File: src/rtl/multi_edge_detector.sv
// Multi-channel edge detector: per-channel synchroniser, glitch filter,
// registered rise/fall pulses, mode-selected edge pulse, sticky flag and saturating counter.
module multi_edge_detector #(
  parameter int NUM_CH        = 4,
  parameter int SYNC_STAGES   = 2,
  parameter int FILTER_CYCLES = 4,
  parameter int CNT_W         = 8
) (
  input  logic                      clk,
  input  logic                      rst_n,
  input  logic [NUM_CH-1:0]         sig_in,
  input  logic [2*NUM_CH-1:0]       mode,
  input  logic [NUM_CH-1:0]         clr,
  output logic [NUM_CH-1:0]         level,
  output logic [NUM_CH-1:0]         rise_pulse,
  output logic [NUM_CH-1:0]         fall_pulse,
  output logic [NUM_CH-1:0]         edge_pulse,
  output logic [NUM_CH-1:0]         sticky,
  output logic [NUM_CH*CNT_W-1:0]   edge_cnt,
  output logic                      irq
);

  localparam int FW = (FILTER_CYCLES > 1) ? $clog2(FILTER_CYCLES) : 1;
  localparam logic [FW-1:0]    F_LAST  = FW'(FILTER_CYCLES - 1);
  localparam logic [CNT_W-1:0] CNT_MAX = '1;

  for (genvar gi = 0; gi < NUM_CH; gi++) begin : g_ch
    logic [SYNC_STAGES-1:0] sync_reg;
    logic [FW-1:0]          filt_cnt_reg;
    logic                   level_reg;
    logic                   level_d_reg;
    logic                   rise_reg;
    logic                   fall_reg;
    logic                   sticky_reg;
    logic [CNT_W-1:0]       cnt_reg;
    logic                   synced;
    logic                   edge_hit;

    assign synced   = sync_reg[SYNC_STAGES-1];
    assign edge_hit = (rise_reg & mode[2*gi]) | (fall_reg & mode[2*gi+1]);

    always_ff @(posedge clk or negedge rst_n) begin
      if (!rst_n) begin
        sync_reg     <= '0;
        filt_cnt_reg <= '0;
        level_reg    <= 1'b0;
        level_d_reg  <= 1'b0;
        rise_reg     <= 1'b0;
        fall_reg     <= 1'b0;
        sticky_reg   <= 1'b0;
        cnt_reg      <= '0;
      end else begin
        sync_reg <= {sync_reg[SYNC_STAGES-2:0], sig_in[gi]};

        // Any cycle of agreement restarts the qualification count.
        if (synced == level_reg) begin
          filt_cnt_reg <= '0;
        end else if (filt_cnt_reg == F_LAST) begin
          level_reg    <= synced;
          filt_cnt_reg <= '0;
        end else begin
          filt_cnt_reg <= filt_cnt_reg + 1'b1;
        end

        level_d_reg <= level_reg;
        rise_reg    <= level_reg & ~level_d_reg;
        fall_reg    <= ~level_reg & level_d_reg;

        // A new event in the clearing cycle wins so it is never lost.
        if (edge_hit)
          sticky_reg <= 1'b1;
        else if (clr[gi])
          sticky_reg <= 1'b0;

        if (clr[gi])
          cnt_reg <= edge_hit ? CNT_W'(1) : '0;
        else if (edge_hit && cnt_reg != CNT_MAX)
          cnt_reg <= cnt_reg + 1'b1;
      end
    end

    assign level[gi]                    = level_reg;
    assign rise_pulse[gi]               = rise_reg;
    assign fall_pulse[gi]               = fall_reg;
    assign edge_pulse[gi]               = edge_hit;
    assign sticky[gi]                   = sticky_reg;
    assign edge_cnt[CNT_W*gi +: CNT_W]  = cnt_reg;
  end

  assign irq = |sticky;

endmodule
File: config.mk
export PLATFORM = sky130hd
export DESIGN_NAME = multi_edge_detector
export DESIGN_NICKNAME = d
export VERILOG_FILES = /design/src/rtl/multi_edge_detector.sv
export SDC_FILE = /design/constraint.sdc
export NUM_CORES = 1
export LEC_CHECK = 0
export CAP_MARGIN = 10
export CELL_PAD_IN_SITES_DETAIL_PLACEMENT = 1
export CELL_PAD_IN_SITES_GLOBAL_PLACEMENT = 1
export CORE_MARGIN = 2
export CORE_UTILIZATION = 26
export CTS_BUF_LIST = sky130_fd_sc_hd__clkbuf_4 sky130_fd_sc_hd__clkbuf_8
export DETAILED_ROUTE_END_ITERATION = 16
export PLACE_DENSITY_LB_ADDON = 0.15
export SYNTH_ARGS = -nofsm -noshare
export SYNTH_HDL_FRONTEND = slang
export SYNTH_SLANG_ARGS = --single-unit
File: constraint.sdc
create_clock -name clk -period 1.5 [get_ports clk]
set_input_delay 0.3 -clock clk [delete_from_list [all_inputs] [get_ports clk]]
set_output_delay 0.3 -clock clk [all_outputs]
set_load 0.005 [all_outputs]
==> reports/qor.json, run 1 <==
{
  "io-pin-count": {"value": 71},
  "num-fill-cells": {"value": 1261},
  "finalWorstPathRequiredPeriod": {"value": 1.69, "unit": "ns"},
  "whs": {"value": 0.352, "unit": "ns"},
  "path_clk_slew": {"value": 0.08, "unit": "ns"},
  "post_drt_wl_per_cell": {"value": 14.4, "unit": "µm"},
  "cts_made_buffers": {"value": 9},
  "required_time_of_the_worst_setup_path": {"value": 1.20, "unit": "ns"},
  "floorplan.rows": {"value": 39},
  "total_power": {"value": 7100, "unit": "µW"},
  "report.final.slew_viol_count": {"value": 0},
  "setup-violations-final": {"value": 6},
  "power.internal": {"value": 5010, "unit": "µW"},
  "yosys_warnings": {"value": 0},
  "setup-tns-final": {"value": -0.345, "unit": "ns"},
  "cell_count_after_synthesis": {"value": 269},
  "max_slew_margin": {"value": 74.6, "unit": "%"},
  "worstSkewPairLatency": {"value": 0.35, "unit": "ns"},
  "diodes": {"value": 0},
  "yosysUniqueCellTypes": {"value": 45},
  "grt_pass1_wl": {"value": 13.2, "unit": "mm"},
  "timing.final.crit_share": {"value": 112, "unit": "%"},
  "die_w": {"value": 112, "unit": "µm"},
  "postSynth.topFlopCell": {"value": "sky130_fd_sc_hd__dfrtp_1"},
  "routabilityCongestion": {"value": 0.742},
  "grt_antenna_before_repair": {"value": 0},
  "clock_sinks": {"value": 68},
  "synth_seq_cells": {"value": 68},
  "irDropWorstVdd": {"value": 0.716, "unit": "mV"},
  "arrival_time_reported_for_the_critical_path_endpoint": {"value": 1.39, "unit": "ns"},
  "power.density": {"value": 1480, "unit": "mW/mm²"},
  "initial_utilization": {"value": 26.7, "unit": "%"},
  "drc": {"value": 0},
  "synthArstFlopShare": {"value": 100, "unit": "%"},
  "synthesis.area_per_instance": {"value": 11.4, "unit": "µm²"},
  "syn_area": {"value": 0.00305, "unit": "mm²"},
  "failing_checks": {"value": "negative setup slack"},
  "detailedPlacementHpwl": {"value": 5.37, "unit": "mm"},
  "seqCellArea": {"value": 0.00171, "unit": "mm²"},
  "drv.max_cap_violation_count": {"value": 0},
  "chipHeight": {"value": 112, "unit": "µm"},
  "power.share.combinational": {"value": 37.4, "unit": "%"},
  "finalHoldViolCount": {"value": 0},
  "io_buffer_count": {"value": 70},
  "ctsLongestPathBuffers": {"value": 2},
  "grt_pass1_vias": {"value": 2673},
  "drt_iter0_markers": {"value": 67},
  "yosys-top-cells-area": {"value": "sky130_fd_sc_hd__dfrtp_1, sky130_fd_sc_hd__buf_4, sky130_fd_sc_hd__ha_1, sky130_fd_sc_hd__xor2_1, sky130_fd_sc_hd__nor2_1"},
  "globalRouteOverflowTotal": {"value": 0},
  "p_leak": {"value": 0.00235, "unit": "µW"},
  "area_growth_synth_to_finish": {"value": 57.0, "unit": "%"},
  "vias": {"value": 2556},
  "cp_max_fo": {"value": 2},
  "finalWorstSetupSlack": {"value": -0.187, "unit": "ns"},
  "count_of_flip_flops_with_a_built_in_enable_after_synthesis": {"value": 0},
  "drt_pass1_iterations": {"value": 4},
  "hold_path_class": {"value": "flip-flop to flip-flop"},
  "fmax": {"value": 0.593, "unit": "GHz"},
  "drt.antenna.violating_nets": {"value": 0},
  "cts_root_buffer": {"value": "sky130_fd_sc_hd__clkbuf_8"},
  "outcome": {"value": "finished with violations"},
  "synth.net_count": {"value": 295},
  "power.sequential.fraction": {"value": 36.0, "unit": "%"},
  "netlist.area_leader.share": {"value": 55.7, "unit": "%"},
  "grt_start_max_net_pins": {"value": 69},
  "worst_setup_path_end_kind": {"value": "output port"},
  "total_area_of_multi_input_combinational_cells": {"value": 0.00130, "unit": "mm²"},
  "tightest_slew": {"value": 0.381, "unit": "ns"},
  "design.final.nets": {"value": 439},
  "crit_path_max_incr_delay": {"value": 0.51, "unit": "ns"},
  "grt_setup_unrepaired": {"value": "yes"},
  "timing.critical_path.slowest_stage_cell": {"value": "sky130_fd_sc_hd__or4_1"},
  "synth-seq-area-share": {"value": 55.7, "unit": "%"},
  "cts_tree": {"value": "yes"},
  "groute.usage.overall": {"value": 13.3, "unit": "%"},
  "design.die.area": {"value": 0.0126, "unit": "mm²"},
  "path_cells": {"value": "or4_1 > buf_2"},
  "coreArea": {"value": 0.0114, "unit": "mm²"},
  "yosys-top-cells-count": {"value": "sky130_fd_sc_hd__dfrtp_1, sky130_fd_sc_hd__buf_4, sky130_fd_sc_hd__nor2_1, sky130_fd_sc_hd__nor2b_1"},
  "h-tree-depth": {"value": 3},
  "skew": {"value": 0.00614, "unit": "ns"},
  "clock_power_share": {"value": 26.5, "unit": "%"},
  "synth_area_leader_cell": {"value": "sky130_fd_sc_hd__dfrtp_1"},
  "p_switching": {"value": 2090, "unit": "µW"},
  "switching_share": {"value": 29.4, "unit": "%"},
  "detail_route.vias_per_cell": {"value": 4.56},
  "yosysMostFrequentCell": {"value": "sky130_fd_sc_hd__dfrtp_1"},
  "setup.worst_path.class": {"value": "flip-flop to output port"},
  "detail_route.wirelength": {"value": 8.09, "unit": "mm"},
  "largest_register_ffs": {"value": 32},
  "fraction_of_layout_instances_using_a_drive_strength_above_1": {"value": 35.6, "unit": "%"},
  "crit_path_start_kind": {"value": "flip-flop"}
}
[final timing paths]
| kind | startpoint | end | slack, ns | depth (start not counted) |
|---|---|---|---|---|
| min in group asynchronous | rst_n | g_ch[1].sticky_reg | 0.47 | 3 |
| setup reg to reg | g_ch[3].cnt_reg[1] | g_ch[3].cnt_reg[6] | -0.04 | 6 |
| setup / recovery | g_ch[3].sticky_reg | irq | -0.19 | 2 |
| max in group asynchronous | rst_n | g_ch[0].level_reg | 0.68 | 3 |
| hold reg to reg | g_ch[0].sync_reg[0] | g_ch[0].sync_reg[1] | 0.35 | 0 |
| hold / removal | g_ch[0].sync_reg[0] | g_ch[0].sync_reg[1] | 0.35 | 0 |
[final cells by class]
| cell class | count | share of cell area, % |
|---|---|---|
| Inverter | 9 | 0.705 |
| Tap cell | 143 | 3.73 |
| Clock buffer | 10 | 2.87 |
| Multi-Input combinational cell | 167 | 27.1 |
| Timing Repair Buffer | 158 | 27.7 |
| Sequential cell | 68 | 35.6 |
| Clock inverter | 6 | 2.32 |
[routing by layer]
layer / track usage (%) / wire (µm) / up-vias
met4: 5.53 / 146 / 0
met5: 0 / 0 / -
li1: - / - / 1223
met1: 15.8 / 3460 / 1273
met2: 22.8 / 4160 / 48
met3: 3.56 / 320 / 12
[worst max-delay path: cells and delay by family, from the launching register on]
kind | cells | cell delay [ns]
and+or+nand+nor | 1 | 0.51
DFF | 1 | 0.38
buffers and inverters | 1 | 0.14
[repair_timing]
item	in CTS	in global routing
cloned	0	0
hold buffers	1	0
gates resized for setup	80	45
pin swaps	5	30
setup buffers	38	8
endpoints found under the setup margin	54	33
hold endpoints to repair	68	0
[cells by family (layout without fill, tap and decap cells)]
logic type	Yosys count	after routing	share of synthesized area, %
adder cells (fa/ha/maj)	8	8	3.28
AO/OA/AOI/OAI	45	45	10.6
AND/OR/NAND/NOR	88	88	15.6
multiplexers	11	11	3.77
XOR/XNOR	15	15	4.30
buffers and inverters	34	183	6.68
flip-flops	68	68	55.7
[power groups by stage]
stage          sequential (µW)  clock, µW  combinational (µW)
2_1_floorplan             2610          0                1180
3_3_place_gp              2620          0                2330
3_5_place_dp              2630          0                2370
4_1_cts                   2560       1970                2460
5_1_grt                   2620       2020                2940
6_report                  2560       1880                2660
[metrics by stage]
step	worst slack [ns]	cells	area, µm²	util, %
5_1_grt	-0.230	561	4790	42.0
3_5_place_dp	-0.310	499	4090	35.8
6_report	-0.187	561	4790	42.0
4_1_cts	-0.227	554	4580	40.1
2_1_floorplan	0.0426	269	3050	-
3_3_place_gp	-0.308	499	4090	35.8
[cell usage in the layout, fill, tap and decap left out, drive strengths merged, types with 7 or more instances in the layout]
cell           count
ha                 8
nor3               8
clkbuf            13
mux2i              7
nand2              9
nor2              20
and3               8
inv                9
dfrtp             68
xor2              10
o211ai            10
dlygate4sd2       42
nand3              7
buf               94
o21ai             10
nor2b             12
clkdlybuf4s50     16
(Power assumes the default switching activity.)
==> run 2, diff against run 1 <==
ABC_AREA = 1   (was not set)
CORE_UTILIZATION = 35   (was 26)
==> run 2 against run 1 <==
Net effect:
- the run now ends clean
- cell area up 0.52%
- wire length rose by 11%
- setup slack better by 0.24 ns
- first-iteration DRC count down 7.5%
- non-clock buffer count decreased by 22
- clock skew increased by 0.0071 ns
- total power decreased by 7.2%
- sequential share of layout area down 0.16 points
- via count rose by 20%
- sequential power is essentially flat
- global-route usage grew 4.8 points
- register-to-register slack gained 0.14 ns
- largest cell class unchanged
- largest power group unchanged
==> reports/qor.json, run 2 <==
{
  "outcome": {"value": "completed"},
  "worst_setup_path_end_kind": {"value": "output port"},
  "design.final.nets": {"value": 561, "change": "+28%"},
  "num-fill-cells": {"value": 1185, "change": "-6.0%"},
  "globalRouteOverflowTotal": {"value": 0, "change": "unchanged"},
  "chipHeight": {"value": 103, "unit": "µm", "change": "-8.7%"},
  "syn_area": {"value": 0.00341, "unit": "mm²", "change": "+12%"},
  "power.share.combinational": {"value": 40.2, "unit": "%", "change": "+2.8 points"},
  "synthArstFlopShare": {"value": 100, "unit": "%", "change": "unchanged"},
  "die_w": {"value": 103, "unit": "µm", "change": "-8.7%"},
  "setup.worst_path.class": {"value": "input pin to output port"},
  "synth_top_family_by_area": {"value": "simple AND/OR/NAND/NOR gates"},
  "grt_antenna_before_repair": {"value": 0, "change": "unchanged"},
  "netlist.area_leader.share": {"value": 50.0, "unit": "%", "change": "-5.8 points"},
  "synth.net_count": {"value": 437, "change": "+48%"},
  "detail_route.wirelength": {"value": 9.00, "unit": "mm", "change": "+11%"},
  "drt.antenna.violating_nets": {"value": 0, "change": "unchanged"},
  "cts_made_buffers": {"value": 9, "change": "unchanged"},
  "arrival_time_reported_for_the_critical_path_endpoint": {"value": 1.14, "unit": "ns", "change": "-0.25 ns"},
  "grt_pass1_wl": {"value": 14.7, "unit": "mm", "change": "+11%"},
  "yosysUniqueCellTypes": {"value": 28, "change": "-38%"},
  "worstSkewPairLatency": {"value": 0.34, "unit": "ns", "change": "about the same"},
  "skew": {"value": 0.0132, "unit": "ns", "change": "+0.00708 ns"},
  "synth_simple_gate_area_share": {"value": 27.8, "unit": "%", "change": "+12 points"},
  "total_area_of_multi_input_combinational_cells": {"value": 0.00141, "unit": "mm²", "change": "+8.6%"},
  "required_time_of_the_worst_setup_path": {"value": 1.20, "unit": "ns", "change": "about the same"},
  "diodes": {"value": 0, "change": "unchanged"},
  "crit_path_start_kind": {"value": "input pin"},
  "timing.final.crit_share": {"value": 96.2, "unit": "%", "change": "-16 points"},
  "post_drt_wl_per_cell": {"value": 13.4, "unit": "µm", "change": "-7.1%"},
  "max_slew_margin": {"value": 74.7, "unit": "%", "change": "+0.079 points"},
  "synth_area_leader_cell": {"value": "sky130_fd_sc_hd__dfrtp_1"},
  "synthesis.area_per_instance": {"value": 8.29, "unit": "µm²", "change": "-27%"},
  "design.die.area": {"value": 0.0105, "unit": "mm²", "change": "-17%"},
  "irDropWorstVdd": {"value": 0.585, "unit": "mV", "change": "-18%"},
  "timing.critical_path.slowest_stage_cell": {"value": "sky130_fd_sc_hd__clkdlybuf4s50_1"},
  "largest_register_ffs": {"value": 32, "change": "unchanged"},
  "count_of_flip_flops_with_a_built_in_enable_after_synthesis": {"value": 0, "change": "unchanged"},
  "path_cells": {"value": "clkdlybuf4s50_1 > nand2_1 > nand2_2 > dlygate4sd2_1"},
  "finalWorstPathRequiredPeriod": {"value": 1.44, "unit": "ns", "change": "-0.244 ns"},
  "tightest_slew": {"value": 0.380, "unit": "ns", "change": "-0.00119 ns"},
  "power.sequential.fraction": {"value": 38.9, "unit": "%", "change": "+2.9 points"},
  "cts_root_buffer": {"value": "sky130_fd_sc_hd__clkbuf_8"},
  "p_leak": {"value": 0.00267, "unit": "µW", "change": "+13%"},
  "fmax": {"value": 0.693, "unit": "GHz", "change": "+17%"},
  "crit_path_max_incr_delay": {"value": 0.45, "unit": "ns", "change": "-0.06 ns"},
  "power.density": {"value": 1370, "unit": "mW/mm²", "change": "-7.6%"},
  "p_switching": {"value": 2230, "unit": "µW", "change": "+6.7%"},
  "grt_start_max_net_pins": {"value": 69, "change": "unchanged"},
  "synth-seq-area-share": {"value": 50.0, "unit": "%", "change": "-5.8 points"},
  "finish.cell_count_without_fillers": {"value": 672, "change": "+20%"},
  "clock_sinks": {"value": 68, "change": "unchanged"},
  "path_clk_slew": {"value": 0.07, "unit": "ns", "change": "about the same"},
  "drv.max_cap_violation_count": {"value": 0, "change": "unchanged"},
  "finalHoldViolCount": {"value": 0, "change": "unchanged"},
  "critical_path.reg2reg.startpoint": {"value": "g_ch[3].cnt_reg[0]"},
  "yosys_warnings": {"value": 0, "change": "unchanged"},
  "post_synthesis_share_of_cell_area_spent_on_full_adders_half_adders_and_majority_gates": {"value": 2.94, "unit": "%", "change": "-0.34 points"},
  "area_growth_synth_to_finish": {"value": 41.5, "unit": "%"},
  "layout.cells.most_common": {"value": "sky130_fd_sc_hd__nand2_1"},
  "ctsLongestPathBuffers": {"value": 2, "change": "unchanged"},
  "io_buffer_count": {"value": 70, "change": "unchanged"},
  "synth_seq_cells": {"value": 68, "change": "unchanged"},
  "coreArea": {"value": 0.00959, "unit": "mm²", "change": "-16%"},
  "io-pin-count": {"value": 71, "change": "unchanged"},
  "setup-violations-final": {"value": 0, "change": "-6"},
  "fraction_of_synthesized_area_in_multiplexers": {"value": 0, "unit": "%", "change": "-3.8 points"},
  "initial_utilization": {"value": 35.5, "unit": "%", "change": "+8.8 points"},
  "cp_max_fo": {"value": 2, "change": "unchanged"},
  "drc": {"value": 0, "change": "unchanged"},
  "drt_iter0_markers": {"value": 62, "change": "-7.5%"},
  "whs": {"value": 0.351, "unit": "ns", "change": "-0.00128 ns"},
  "seqCellArea": {"value": 0.00171, "unit": "mm²", "change": "about the same"},
  "vias": {"value": 3076, "change": "+20%"},
  "clock_power_share": {"value": 21.0, "unit": "%", "change": "-5.5 points"},
  "fraction_of_layout_instances_using_a_drive_strength_above_1": {"value": 23.7, "unit": "%", "change": "-12 points"},
  "drt_pass1_iterations": {"value": 4, "change": "unchanged"},
  "routabilityCongestion": {"value": 0.829, "change": "+12%"},
  "worstReg2RegEnd": {"value": "g_ch[3].cnt_reg[4]"},
  "postSynth.topFlopCell": {"value": "sky130_fd_sc_hd__dfrtp_1"},
  "synth-xor-area-share": {"value": 1.54, "unit": "%", "change": "-2.8 points"},
  "detail_route.vias_per_cell": {"value": 4.58, "change": "+0.47%"},
  "floorplan.rows": {"value": 36, "change": "-7.7%"},
  "detailedPlacementHpwl": {"value": 6.12, "unit": "mm", "change": "+14%"},
  "grt_pass1_vias": {"value": 3169, "change": "+19%"},
  "critPathCapture": {"value": "edge_pulse[1]"},
  "layout.cells.most_common_list": {"value": "sky130_fd_sc_hd__nand2_1, sky130_fd_sc_hd__buf_4, sky130_fd_sc_hd__dfrtp_1"},
  "report.final.slew_viol_count": {"value": 0, "change": "unchanged"},
  "cell_count_after_synthesis": {"value": 411, "change": "+53%"},
  "yosysMostFrequentCell": {"value": "sky130_fd_sc_hd__nand2_1"},
  "place.detailed.instances": {"value": 609, "change": "+22%"},
  "complex_gate_fraction_of_the_synthesized_area": {"value": 7.20, "unit": "%", "change": "-3.4 points"},
  "cts_tree": {"value": "yes"},
  "power.internal": {"value": 4360, "unit": "µW", "change": "-13%"},
  "hold_path_class": {"value": "flip-flop to flip-flop"},
  "yosys-top-cells-area": {"value": "sky130_fd_sc_hd__dfrtp_1, sky130_fd_sc_hd__nand2_1, sky130_fd_sc_hd__inv_1, sky130_fd_sc_hd__nand3_1, sky130_fd_sc_hd__buf_4"},
  "h-tree-depth": {"value": 3, "change": "unchanged"},
  "yosys-top-cells-count": {"value": "sky130_fd_sc_hd__nand2_1, sky130_fd_sc_hd__dfrtp_1, sky130_fd_sc_hd__inv_1, sky130_fd_sc_hd__nor2_1, sky130_fd_sc_hd__nand3_1"},
  "reg2reg_depth": {"value": 9, "change": "+3"},
  "groute.usage.overall": {"value": 18.1, "unit": "%", "change": "+4.8 points"},
  "crit_start": {"value": "mode[2]"},
  "r2r_slack": {"value": 0.10, "unit": "ns", "change": "+0.14 ns"},
  "switching_share": {"value": 33.8, "unit": "%", "change": "+4.4 points"}
}
==> run 2: cells by family after synthesis <==
logic type,count (synthesis)
flip-flops,68
AO/OA/AOI/OAI,41
AND/OR/NAND/NOR,215
adder cells (fa/ha/maj),8
XOR/XNOR,6
buffers and inverters,73
==> run 2: how the worst min path moves through the flow <==
stage	cells after the start	slack, ns	to	startpoint
after floorplan	0	0.004	g_ch[0].cnt_reg[0]	rst_n
final	0	0.35	g_ch[3].sync_reg[1]	g_ch[3].sync_reg[0]
after CTS	0	0.35	g_ch[0].sync_reg[1]	g_ch[0].sync_reg[0]
after global routing	0	0.36	g_ch[3].sync_reg[1]	g_ch[3].sync_reg[0]
after detailed placement	0	0.34	g_ch[0].sync_reg[1]	g_ch[0].sync_reg[0]
after global placement	0	0.33	g_ch[0].sync_reg[1]	g_ch[0].sync_reg[0]
==> run 2: cell type report <==
cell class | count | area share [%]
clock inverters | 2 | 0.208
flip-flops and latches | 68 | 35.4
well taps | 133 | 3.45
inverters | 50 | 4.15
multi-input cells | 270 | 29.2
repair buffers | 136 | 24.1
clock buffers | 13 | 3.45
==> run 2: power groups by stage <==
stage | Clock (µW) | Sequential [µW] | Combinational, µW
floorplan | 0 | 2640 | 1290
global placement | 0 | 2720 | 2210
detailed placement | 0 | 2750 | 2280
CTS | 1440 | 2560 | 2590
global route | 1510 | 2620 | 2990
finish | 1380 | 2560 | 2650
==> run 2: per-stage QoR <==
stage / cell area [µm²] / util (%) / setup WS, ns / total power [µW] / setup TNS [ns]
floorplan: 3410 / - / 0.161 / 3930 / 0
global placement: 4250 / 44.3 / -0.226 / 4930 / -2.52
detailed placement: 4250 / 44.3 / -0.225 / 5030 / -3.43
CTS: 4710 / 49.1 / -0.0546 / 6600 / -0.0909
global route: 4820 / 50.2 / -0.0202 / 7120 / -0.0632
finish: 4820 / 50.2 / 0.0576 / 6590 / 0
==> run 2: timing repair <==
action	in CTS	in global routing
hold buffers	1	0
setup endpoints to repair	52	36
gates resized for setup	55	29
pin swaps	0	4
buffers inserted	41	6
hold endpoints to repair	20	0
==> run 2: routing by layer <==
| metal | share of wire [%] | track usage [%] |
|---|---|---|
| met5 | 0 | 0 |
| met1 | 44 | 22.0 |
| met2 | 52 | 32.4 |
| met3 | 2.9 | 3.05 |
| met4 | 1.2 | 6.15 |
==> run 2: worst max-delay path, delay by kind of cell <==
kind	cells	cell delay (ns)
buf+inv	2	0.69
simple gates	2	0.16
==> run 3, diff against run 2 <==
GPL_TIMING_DRIVEN = 0   (was not set)
==> run 3 against run 2 <==
Net effect:
- cell count increased by 1.5%
- core utilization increased by 1.1 points
- critical path type is now flip-flop to output port
- non-clock buffer count increased by 9
- sequential power about the same
- clock skew decreased by 0.0033 ns
- global-route usage increased by 0.43 points
- fmax increased by 0.23%
- combinational power increased by 10%
- highest routed layer unchanged
==> reports/qor.json, run 3 (synthesis results as in run 2) <==
{
  "power.sequential.fraction": {"value": 37.1, "unit": "%", "change": "-1.8 points"},
  "grt_pass1_vias": {"value": 3310, "change": "+4.4%"},
  "cp_max_fo": {"value": 2, "change": "unchanged"},
  "post_drt_wl_per_cell": {"value": 13.3, "unit": "µm", "change": "-0.55%"},
  "vias": {"value": 3106, "change": "+0.98%"},
  "required_time_of_the_worst_setup_path": {"value": 1.20, "unit": "ns", "change": "about the same"},
  "clock_sinks": {"value": 68, "change": "unchanged"},
  "power.internal": {"value": 4650, "unit": "µW", "change": "+6.6%"},
  "cts_tree": {"value": "yes"},
  "drc": {"value": 0, "change": "unchanged"},
  "fraction_of_layout_instances_using_a_drive_strength_above_1": {"value": 27.1, "unit": "%", "change": "+3.4 points"},
  "diodes": {"value": 0, "change": "unchanged"},
  "skew": {"value": 0.00997, "unit": "ns", "change": "-0.00325 ns"},
  "grt_antenna_before_repair": {"value": 0, "change": "unchanged"},
  "routabilityCongestion": {"value": 0.814, "change": "-1.8%"},
  "power.density": {"value": 1420, "unit": "mW/mm²", "change": "+3.8%"},
  "switching_share": {"value": 33.5, "unit": "%", "change": "-0.36 points"},
  "io_buffer_count": {"value": 67, "change": "-4.3%"},
  "worstSkewPairLatency": {"value": 0.34, "unit": "ns", "change": "about the same"},
  "path_cells": {"value": "buf_4 > dlygate4sd2_1"},
  "timing.critical_path.max_delay_family": {"value": "flip-flops"},
  "layout.cells.most_common": {"value": "sky130_fd_sc_hd__nand2_1"},
  "design.final.nets": {"value": 570, "change": "+1.6%"},
  "chipHeight": {"value": 103, "unit": "µm", "change": "unchanged"},
  "grt_setup_unrepaired": {"value": "yes"},
  "drt.antenna.violating_nets": {"value": 0, "change": "unchanged"},
  "layout.cells.most_common_list": {"value": "sky130_fd_sc_hd__nand2_1, sky130_fd_sc_hd__buf_4, sky130_fd_sc_hd__dfrtp_1"},
  "max_slew_margin": {"value": 71.7, "unit": "%", "change": "-3.0 points"},
  "area_growth_synth_to_finish": {"value": 44.6, "unit": "%"},
  "h-tree-depth": {"value": 3, "change": "unchanged"},
  "finalWorstPathRequiredPeriod": {"value": 1.44, "unit": "ns", "change": "-0.00335 ns"},
  "floorplan.rows": {"value": 36, "change": "unchanged"},
  "initial_utilization": {"value": 35.5, "unit": "%", "change": "unchanged"},
  "fmax": {"value": 0.695, "unit": "GHz", "change": "+0.23%"},
  "cts_root_buffer": {"value": "sky130_fd_sc_hd__clkbuf_8"},
  "p_switching": {"value": 2340, "unit": "µW", "change": "+4.9%"},
  "detail_route.wirelength": {"value": 9.09, "unit": "mm", "change": "+0.93%"},
  "drv.max_cap_violation_count": {"value": 0, "change": "unchanged"},
  "crit_path_start_kind": {"value": "flip-flop"},
  "globalRouteOverflowTotal": {"value": 0, "change": "unchanged"},
  "drt_iter0_markers": {"value": 71, "change": "+15%"},
  "hold_path_class": {"value": "input pin to flip-flop"},
  "io-pin-count": {"value": 71, "change": "unchanged"},
  "report.final.slew_viol_count": {"value": 0, "change": "unchanged"},
  "detailedPlacementHpwl": {"value": 6.13, "unit": "mm", "change": "+0.29%"},
  "irDropWorstVdd": {"value": 0.672, "unit": "mV", "change": "+15%"},
  "timing.critical_path.slowest_stage_cell": {"value": "sky130_fd_sc_hd__dfrtp_2"},
  "finalHoldViolCount": {"value": 0, "change": "unchanged"},
  "clock_power_share": {"value": 21.1, "unit": "%", "change": "about the same"},
  "cts_made_buffers": {"value": 9, "change": "unchanged"},
  "design.die.area": {"value": 0.0105, "unit": "mm²", "change": "unchanged"},
  "largest_register_ffs": {"value": 32, "change": "unchanged"},
  "worst_setup_path_end_kind": {"value": "output port"},
  "arrival_time_reported_for_the_critical_path_endpoint": {"value": 1.14, "unit": "ns", "change": "about the same"},
  "coreArea": {"value": 0.00959, "unit": "mm²", "change": "unchanged"},
  "ctsLongestPathBuffers": {"value": 2, "change": "unchanged"},
  "die_w": {"value": 103, "unit": "µm", "change": "unchanged"},
  "worst-path-buf-inv": {"value": 2, "change": "unchanged"},
  "p_leak": {"value": 0.00273, "unit": "µW", "change": "+2.3%"},
  "timing.final.crit_share": {"value": 95.9, "unit": "%", "change": "-0.22 points"},
  "whs": {"value": 0.305, "unit": "ns", "change": "-0.0458 ns"},
  "num-fill-cells": {"value": 1186, "change": "+0.084%"},
  "drt_pass1_iterations": {"value": 4, "change": "unchanged"},
  "setup.worst_path.class": {"value": "flip-flop to output port"},
  "detail_route.vias_per_cell": {"value": 4.55, "change": "-0.51%"},
  "tightest_slew": {"value": 0.425, "unit": "ns", "change": "+0.0448 ns"},
  "grt_start_max_net_pins": {"value": 40, "change": "-42%"},
  "power.share.combinational": {"value": 41.8, "unit": "%", "change": "+1.6 points"},
  "outcome": {"value": "completed"},
  "crit_path_max_incr_delay": {"value": 0.41, "unit": "ns", "change": "-0.04 ns"},
  "groute.usage.overall": {"value": 18.5, "unit": "%", "change": "+0.43 points"},
  "path_clk_slew": {"value": 0.07, "unit": "ns", "change": "about the same"},
  "grt_pass1_wl": {"value": 15.2, "unit": "mm", "change": "+3.6%"},
  "setup-violations-final": {"value": 0, "change": "unchanged"},
  "post-route-util": {"value": 51.3, "unit": "%", "change": "+1.1 points"}
}
[run 3: area by class of cell]
cell class / count / area [µm²] / share of cell area, %
Sequential cell: 68 / 1710 / 34.7
Multi-Input combinational cell: 270 / 1460 / 29.7
Timing Repair Buffer: 123 / 1040 / 21.1
Inverter: 50 / 200 / 4.07
Clock buffer: 15 / 188 / 3.81
Tap cell: 133 / 166 / 3.38
Buffer: 22 / 158 / 3.20
Clock inverter: 1 / 5.00 / 0.102
[run 3: power by group through the flow]
| stage | sequential, µW | combinational (µW) | clock, µW |
|---|---|---|---|
| after floorplan | 2640 | 1290 | 0 |
| after global placement | 2730 | 2330 | 0 |
| after detailed placement | 2750 | 2400 | 0 |
| after CTS | 2590 | 2880 | 1530 |
| after global routing | 2660 | 3290 | 1610 |
| final | 2590 | 2920 | 1470 |
[run 3: what timing repair did]
action                                  in CTS  in global routing
endpoints found under the setup margin      58                 39
hold endpoints to repair                    29                  0
setup buffers                               48                  8
resized for setup                           81                 30
hold buffers                                 1                  0
pin swaps                                   10                  9
gates cloned                                 0                  0
[run 3: worst paths after layout]
check                                     from                  end  slack (ns)  cells after the start
max                          g_ch[1].level_reg             level[1]        0.06                      2
min                                     clr[2]   g_ch[2].sticky_reg        0.31                      2
max reg2reg                 g_ch[2].cnt_reg[0]   g_ch[2].cnt_reg[7]        0.08                     10
min reg2reg                g_ch[2].sync_reg[0]  g_ch[2].sync_reg[1]        0.35                      0
max in group asynchronous                rst_n   g_ch[0].cnt_reg[5]        0.50                      3
min in group asynchronous                rst_n   g_ch[3].cnt_reg[6]        0.43                      2
[run 3: metal layers]
layer | track usage, % | up-vias | routed length, µm
met3 | 2.78 | 10 | 263
met2 | 33.5 | 47 | 4800
met5 | 0 | - | 0
met4 | 6.97 | 0 | 132
li1 | - | 1540 | -
met1 | 22.2 | 1509 | 3890
[run 3: worst reg2reg max path, cell delays in order (launching register included)]
cell and delay (ns):
sky130_fd_sc_hd__dfrtp_1 0.38, sky130_fd_sc_hd__buf_4 0.15, sky130_fd_sc_hd__ha_2 0.20, sky130_fd_sc_hd__nand2_4 0.08, sky130_fd_sc_hd__nor2_4 0.05, sky130_fd_sc_hd__nand2_1 0.08, sky130_fd_sc_hd__nand2_2 0.08, sky130_fd_sc_hd__nand2_4 0.10
sky130_fd_sc_hd__clkinv_4 0.08, sky130_fd_sc_hd__nand2_1 0.07, sky130_fd_sc_hd__nand2_1 0.05
[run 3: per-stage QoR]
| stage | instance area [µm²] | TNS [ns] | instances | worst slack [ns] | total power (µW) |
|---|---|---|---|---|---|
| final | 4920 | 0 | 682 | 0.0610 | 6990 |
| after global routing | 4920 | -0.157 | 682 | -0.0265 | 7550 |
| after CTS | 4830 | -0.0787 | 677 | -0.0669 | 6990 |
| after detailed placement | 4260 | -3.83 | 612 | -0.510 | 5150 |
| after global placement | 4240 | -163.23 | 611 | -2.36 | 5050 |
| after floorplan | 3410 | 0 | 411 | 0.161 | 3930 |
